===== config.mk =====
export PLATFORM = sky130hd
export DESIGN_NAME = ips_dbc_capture_wr_ctrl_v1_0
export DESIGN_NICKNAME = d
export VERILOG_FILES = /design/src/rtl/ips_dbc_capture_wr_ctrl_v1_0.sv
export SDC_FILE = /design/constraint.sdc
export NUM_CORES = 1
export LEC_CHECK = 0
export ABC_AREA = 0
export BUFFER_PORTS_ARGS = -buffer_cell sky130_fd_sc_hd__clkbuf_2
export CORE_MARGIN = 2
export CORE_UTILIZATION = 39
export CTS_BUF_LIST = sky130_fd_sc_hd__clkbuf_4 sky130_fd_sc_hd__clkbuf_8
export DETAILED_ROUTE_END_ITERATION = 8
export RECOVER_POWER = 100
export SLEW_MARGIN = 30
export SYNTH_ARGS = -nofsm -noshare
export SYNTH_HDL_FRONTEND = slang
export SYNTH_SLANG_ARGS = --single-unit

===== constraint.sdc =====
create_clock -name clk -period 5.9 [get_ports clk]
set_input_delay 0.295 -clock clk [delete_from_list [all_inputs] [get_ports clk]]
set_output_delay 0.295 -clock clk [all_outputs]
set_load 0.1 [all_outputs]

===== src/rtl/ips_dbc_capture_wr_ctrl_v1_0.sv =====
// Write-side controller for the debug core capture memory: circular pre/post
// trigger window of 2^DATA_DEPTH samples with a one-cycle staged write port.
module ips_dbc_capture_wr_ctrl_v1_0 #(
  parameter int DATA_DEPTH = 9,
  parameter int DATA_WIDTH = 8
) (
  input  logic                  clk,
  input  logic                  rst_n,
  input  logic                  arm,
  input  logic                  abort,
  input  logic [DATA_DEPTH-1:0] pre_trig_num,
  input  logic                  sample_en,
  input  logic [DATA_WIDTH-1:0] din,
  input  logic                  trig,
  output logic                  wren,
  output logic [DATA_DEPTH-1:0] wraddress,
  output logic [DATA_WIDTH-1:0] data,
  output logic [DATA_DEPTH-1:0] trig_addr,
  output logic [DATA_DEPTH-1:0] start_addr,
  output logic                  busy,
  output logic                  triggered,
  output logic                  done
);

  localparam logic [DATA_DEPTH-1:0] LAST = '1;
  localparam logic [DATA_DEPTH-1:0] ONE  = {{(DATA_DEPTH-1){1'b0}}, 1'b1};

  typedef enum logic [2:0] {
    IDLE      = 3'd0,
    PRE       = 3'd1,
    WAIT_TRIG = 3'd2,
    POST      = 3'd3,
    DONE      = 3'd4
  } state_t;

  state_t                r_state, w_state_n;
  logic [DATA_DEPTH-1:0] r_p, w_p_n;
  logic [DATA_DEPTH-1:0] r_wr_ptr, w_wr_ptr_n;
  logic [DATA_DEPTH-1:0] r_pre_cnt, w_pre_cnt_n;
  logic [DATA_DEPTH-1:0] r_post_rem, w_post_rem_n;
  logic [DATA_DEPTH-1:0] r_wraddress, w_wraddress_n;
  logic [DATA_DEPTH-1:0] r_trig_addr, w_trig_addr_n;
  logic [DATA_DEPTH-1:0] r_start_addr, w_start_addr_n;
  logic [DATA_WIDTH-1:0] r_data, w_data_n;
  logic                  r_wren, w_wren_n;
  logic                  r_triggered, w_triggered_n;
  logic                  r_done, w_done_n;
  logic                  w_active;
  logic                  w_take;
  logic [DATA_DEPTH-1:0] w_pre_inc;

  assign w_active  = (r_state == PRE) || (r_state == WAIT_TRIG) || (r_state == POST);
  // arm discards the sample of its own cycle; abort still lets it be written
  assign w_take    = w_active && sample_en && !arm;
  assign w_pre_inc = r_pre_cnt + ONE;

  always_ff @(posedge clk or negedge rst_n) begin
    if (!rst_n) begin
      r_state      <= IDLE;
      r_p          <= '0;
      r_wr_ptr     <= '0;
      r_pre_cnt    <= '0;
      r_post_rem   <= '0;
      r_wraddress  <= '0;
      r_trig_addr  <= '0;
      r_start_addr <= '0;
      r_data       <= '0;
      r_wren       <= 1'b0;
      r_triggered  <= 1'b0;
      r_done       <= 1'b0;
    end else begin
      r_state      <= w_state_n;
      r_p          <= w_p_n;
      r_wr_ptr     <= w_wr_ptr_n;
      r_pre_cnt    <= w_pre_cnt_n;
      r_post_rem   <= w_post_rem_n;
      r_wraddress  <= w_wraddress_n;
      r_trig_addr  <= w_trig_addr_n;
      r_start_addr <= w_start_addr_n;
      r_data       <= w_data_n;
      r_wren       <= w_wren_n;
      r_triggered  <= w_triggered_n;
      r_done       <= w_done_n;
    end
  end

  always_comb begin
    w_state_n      = r_state;
    w_p_n          = r_p;
    w_wr_ptr_n     = r_wr_ptr;
    w_pre_cnt_n    = r_pre_cnt;
    w_post_rem_n   = r_post_rem;
    w_wraddress_n  = r_wraddress;
    w_trig_addr_n  = r_trig_addr;
    w_start_addr_n = r_start_addr;
    w_data_n       = r_data;
    w_wren_n       = 1'b0;
    w_triggered_n  = r_triggered;
    w_done_n       = r_done;

    if (w_take) begin
      w_wren_n      = 1'b1;
      w_wraddress_n = r_wr_ptr;
      w_data_n      = din;
      w_wr_ptr_n    = r_wr_ptr + ONE;
    end

    if (arm) begin
      w_p_n         = pre_trig_num;
      w_wr_ptr_n    = '0;
      w_pre_cnt_n   = '0;
      w_triggered_n = 1'b0;
      w_done_n      = 1'b0;
      w_state_n     = (pre_trig_num != '0) ? PRE : WAIT_TRIG;
    end else if (abort) begin
      w_state_n     = IDLE;
      w_triggered_n = 1'b0;
      w_done_n      = 1'b0;
    end else if (w_take) begin
      case (r_state)
        PRE: begin
          w_pre_cnt_n = w_pre_inc;
          if (w_pre_inc == r_p) w_state_n = WAIT_TRIG;
        end
        WAIT_TRIG: begin
          if (trig) begin
            // post_rem counts the samples still owed after the trigger one
            w_trig_addr_n  = r_wr_ptr;
            w_start_addr_n = r_wr_ptr - r_p;
            w_post_rem_n   = LAST - r_p;
            w_triggered_n  = 1'b1;
            if (r_p == LAST) begin
              w_state_n = DONE;
              w_done_n  = 1'b1;
            end else begin
              w_state_n = POST;
            end
          end
        end
        POST: begin
          w_post_rem_n = r_post_rem - ONE;
          if (r_post_rem == ONE) begin
            w_state_n = DONE;
            w_done_n  = 1'b1;
          end
        end
        default: ;
      endcase
    end
  end

  assign wren       = r_wren;
  assign wraddress  = r_wraddress;
  assign data       = r_data;
  assign trig_addr  = r_trig_addr;
  assign start_addr = r_start_addr;
  assign busy       = w_active;
  assign triggered  = r_triggered;
  assign done       = r_done;

endmodule


Word level (Yosys, flattened, before mapping)

Cells that the tools add are included.

Add/subtract/negate cells: 5
Eq/ne operators: 12
Mux-type cells: 30
Bitwise operators: 2
Reduce and logical (&&, ||, !) cells: 20

Operator list:

| kind                                                  | number |
|---|---|
| two-way mux 9 bit                                     | 7 |
| two-way mux 3 bit                                     | 7 |
| AND reduction 5 bit                                   | 4 |
| adder 9 x 1 -> 9 bit, second input constant           | 2 |
| case mux 9 bit (2 select lines)                       | 1 |
| two-way mux 1 bit                                     | 12 |
| inequality test 4 x 3 -> 1 bit, second input constant | 3 |
| == test 9 x 1 -> 1 bit, second input constant         | 1 |
| == test 9 bit                                         | 1 |
| == test 9 bit, second input constant                  | 1 |
| case mux 3 bit (3 select lines)                       | 1 |
| nonzero test 3 bit                                    | 3 |
| nonzero test 9 bit                                    | 1 |
| subtractor 9 x 1 -> 9 bit, second input constant      | 1 |
| subtractor 9 bit                                      | 1 |
| subtractor 9 bit, first input constant                | 1 |
| == test 3 x 2 -> 1 bit, second input constant         | 2 |
| AND reduction 3 bit                                   | 2 |
| nonzero test 2 bit                                    | 3 |
| nonzero test 5 bit                                    | 1 |
| inequality test 2 bit, second input constant          | 2 |
| inequality test 4 bit, second input constant          | 1 |
| nonzero test 4 bit                                    | 1 |
| == test 3 x 1 -> 1 bit, second input constant         | 1 |
| 6 further kinds                                       | 9 |

Register bits: 77
Input port bits: 23

Logic depth before layout (Yosys ltp)

Depth after elaboration: 8
Gate-level depth with buffers: 9

Worst setup path after synthesis

Ideal clock, no wire load.

Kind: register -> register
Start point: reg r_pre_cnt[0]
End point: reg r_state[0]
Library setup time: 0.129 ns
Arrival time: 1.927 ns
Data required time: 5.771 ns
Slack: 3.844 ns
Cell stages (with the launch flop): 9
Buffers on the path: 1
Period minus slack after synthesis: 2.056 ns
Path through: dfrtp_1 -> ha_1 -> and2_1 -> buf_4 -> nand2_2 -> or3_1 -> a2111oi_2 -> o2111a_1 -> o21ai_0

Cells in the longest elaborated chain, start to end: 4

RTL lines:

| element                                         | line | RTL |
|---|---|---|
| start, declared                                 | 39   | `logic [DATA_DEPTH-1:0] r_pre_cnt, w_pre_cnt_n;` |
| start signal, assigned                          | 75   | `r_pre_cnt <= w_pre_cnt_n;` |
| adder 9 x 1 -> 9 bit                            | 55   | `assign w_pre_inc = r_pre_cnt + ONE;` |
| == test 9 bit                                   | 123  | `if (w_pre_inc == r_p) w_state_n = WAIT_TRIG;` |
| inequality test 4 x 3 -> 1 bit (no source line) | -    |  |
| AND reduction 5 bit (no source line)            | -    |  |
| end signal, assigned                            | 72   | `r_state <= w_state_n;` |
| end, declared                                   | 36   | `state_t r_state, w_state_n;` |

Every way passes these cells.
A chain may end at the register's enable or synchronous reset.

Worst setup path after layout

Start point: in arm
End point: reg r_pre_cnt[3]

Cells in the longest elaborated chain, start to end: 4

RTL lines:

| element                              | line | RTL |
|---|---|---|
| start, declared                      | 9    | `input logic arm,` |
| zero test 1 bit                      | 54   | `assign w_take = w_active && sample_en && !arm;` |
| logical AND 1 bit                    | 54   |  |
| nonzero test 2 bit (no source line)  | -    |  |
| AND reduction 3 bit (no source line) | -    |  |

Parallel ways exist; a longest one is shown, timed or not.

==> impl_metrics.toml <==
[run_status]
status = "completed"

[clock_network]
clkTransAtPathRegs_ns = 0.09
cts_sinks = 77
cts_made_buffers = 9
cts_buffer_depth = 2
clock_latency_ns = 0.36
ctsResizeCount = 0
htree_levels = 3
cts_root_buffer = "clkbuf_8"
cts_tree = "built"

[logic_synthesis]
yosysUniqueCellTypes = 55
postSynthCellCount = 402
async_flop_share_pct = 100
mappedNetlistArea_mm2 = 0.00402
seq_area_frac_synth_pct = 48.0
synth_top_family_by_area = "simple AND/OR/NAND/NOR gates"
synth_compound_area_share_pct = 15.5
ys_top_cells_by_area = "dfrtp_1 48%, mux2_2 7.6%, o21ai_0 5.5%"
synth-simple-area-share_pct = 15.7
synthMostInstantiatedCell = "dfrtp_1"
synth_ff_type = "dfrtp_1"
ys_top_cells_by_count = "77 x dfrtp_1, 47 x nand2_1, 44 x o21ai_0"
syn_nets = 438
synth-edff-count = 0
yosysWarnings = 0
muxShareOfSynthArea_pct = 7.82
synth_xor_area_share_pct = 5.02
synth-adder-area-share_pct = 4.24
syn_area_per_cell_um2 = 9.99
ys_seq_elements = 77
netlist.area_leader.share_pct = 48.0
synth_area_leader_cell = "dfrtp_1"

[flow_run]
drv_cap = 0

[floorplanning]
coreArea_mm2 = 0.0101
std_cell_rows = 37
die-area_mm2 = 0.0111
die_w_um = 105
ioPinCount = 62
die_h_um = 105
start_util_pct = 39.6

[timing]
timing.final.crit_share_pct = 52.1
skew_ns = 0.0116
relSlewSlack_pct = 16.2
tightest_slew_ns = 1.26
layout_setup_ws_ns = 2.83
maxSlewViolCount = 0
fmax_mhz = 325
rsz0062_at_grt = "no"
min_period_ns = 3.07
hold_violations = 0
tns_ns = 0
setup_viol = 0

[placed_design]
dpl_worst_slack_ns = 3.36
dpl.hpwl_um = 6530
dp.cells = 583
place_congestion = 0.821
portBuffers = 61

[worst_setup_path]
crit_required_ns = 6.10
crit_type = "in -> reg"
worst_r2r_path_depth = 6
crit_arrival_ns = 3.27
cp-start-kind = "primary input"
cp-end-kind = "flop"
crit_fanout = 31

[cells_and_area]
area_delta_synth_final_pct = 14.0
multi_input_area_mm2 = 0.00192
fillerInstances = 996
nNetsFinal = 495
finalNonFillerCells = 600
regArea_mm2 = 0.00193
layout-drive-gt1-share_pct = 14.2
num_antenna_cells = 0

[worst_hold_path]
min_path_type = "in -> reg"
worst_hold_path.num_cells = 2

[pwr]
power_mw = 1.70
ir_drop_mv = 0.173
cellLeakagePower_nw = 2.06
power.density_mw_per_mm2 = 372

[routing]
drtIter0Drc = 145
wl_um = 9400
wire_per_inst_um = 15.7
antenna_left = 0
via_per_inst = 5.43
dr.pass1.iters = 4
vias = 3257
drc = 0

[grt]
track_usage_pct = 17.9
grt_pass1_wl_um = 16100
antenna_found_initial = 0
grt_overflow_total = 0
grt_max_degree = 78
grt_pass1_vias = 3223
## logic make-up after synthesis
logic type               Yosys count
AO/OA/AOI/OAI                     96
XOR/XNOR                          23
adder cells (fa/ha/maj)           13
buffers and inverters             37
flip-flops                        77
multiplexers                      28
AND/OR/NAND/NOR                  128
## repair_timing
action / in CTS / in global routing
setup buffers: 0 / 0
hold buffers: 1 / 0
hold endpoints to repair: 61 / 0
## metrics by stage
stage	area [um2]	hold WS [ns]	util [%]
finish	4580	0.161	45.1
floorplan	4020	-0.000591	-
detailed placement	4430	0.381	43.7
global route	4580	0.155	45.1
CTS	4650	0.144	45.9
global placement	4430	0.469	43.7
## flip-flops by register name (all words and copies together), names as in the netlist
name / flops
r_pre_cnt: 9
r_p: 9
triggered: 1
r_state: 3
done: 1
wraddress: 9
data: 8
r_post_rem: 9
wren: 1
r_wr_ptr: 9
trig_addr: 9
start_addr: 9
## final timing paths
check	start	endpoint	slack, ns
worst max-delay path	arm	r_pre_cnt[3]	2.83
worst min-delay path	din[6]	data[6]	0.16
worst max register to register	r_state[1]	r_pre_cnt[3]	2.96
worst min register to register	start_addr[2]	start_addr[2]	0.48
max in group asynchronous	rst_n	start_addr[7]	4.84
min in group asynchronous	rst_n	r_post_rem[3]	0.54
## layout make-up
type | instances | share of cell area, %
timing repair buffer | 64 | 6.10
sequential | 77 | 42.1
clock buffer | 9 | 2.71
clock inverter | 7 | 1.78
multi-input combinational | 288 | 42.0
tap | 136 | 3.72
inverter | 19 | 1.56
## layout by cell type (no fill, tap or decap), types with 12 or more instances in the layout
cell / count
clkbuf_2: 20
nor2_1: 27
clkbuf_1: 42
ha_1: 12
mux2_2: 26
o21ai_0: 44
xor2_1: 13
dfrtp_1: 77
nand2_1: 47
inv_1: 19
## power by group
part | total, mW | switching (mW) | internal, mW
registers | 0.691 | 0.0811 | 0.609
clock network | 0.419 | 0.218 | 0.201
logic | 0.592 | 0.467 | 0.125
total | 1.70 | 0.766 | 0.935
## worst max-delay path: stages
cell      delay [ns]
clkbuf_1        0.49
nor4b_1         0.80
o21ai_0         0.26
o221ai_1        1.00
nor2_1          0.10
o21ai_0         0.21
o31ai_1         0.11
## layer usage
metal / track usage, % / share of wire [%]
met1: 24.0 / 46
met2: 28.8 / 48
met3: 3.96 / 4.9
met4: 5.81 / 0.77
met5: 0 / 0
(Power assumes the default switching activity.)
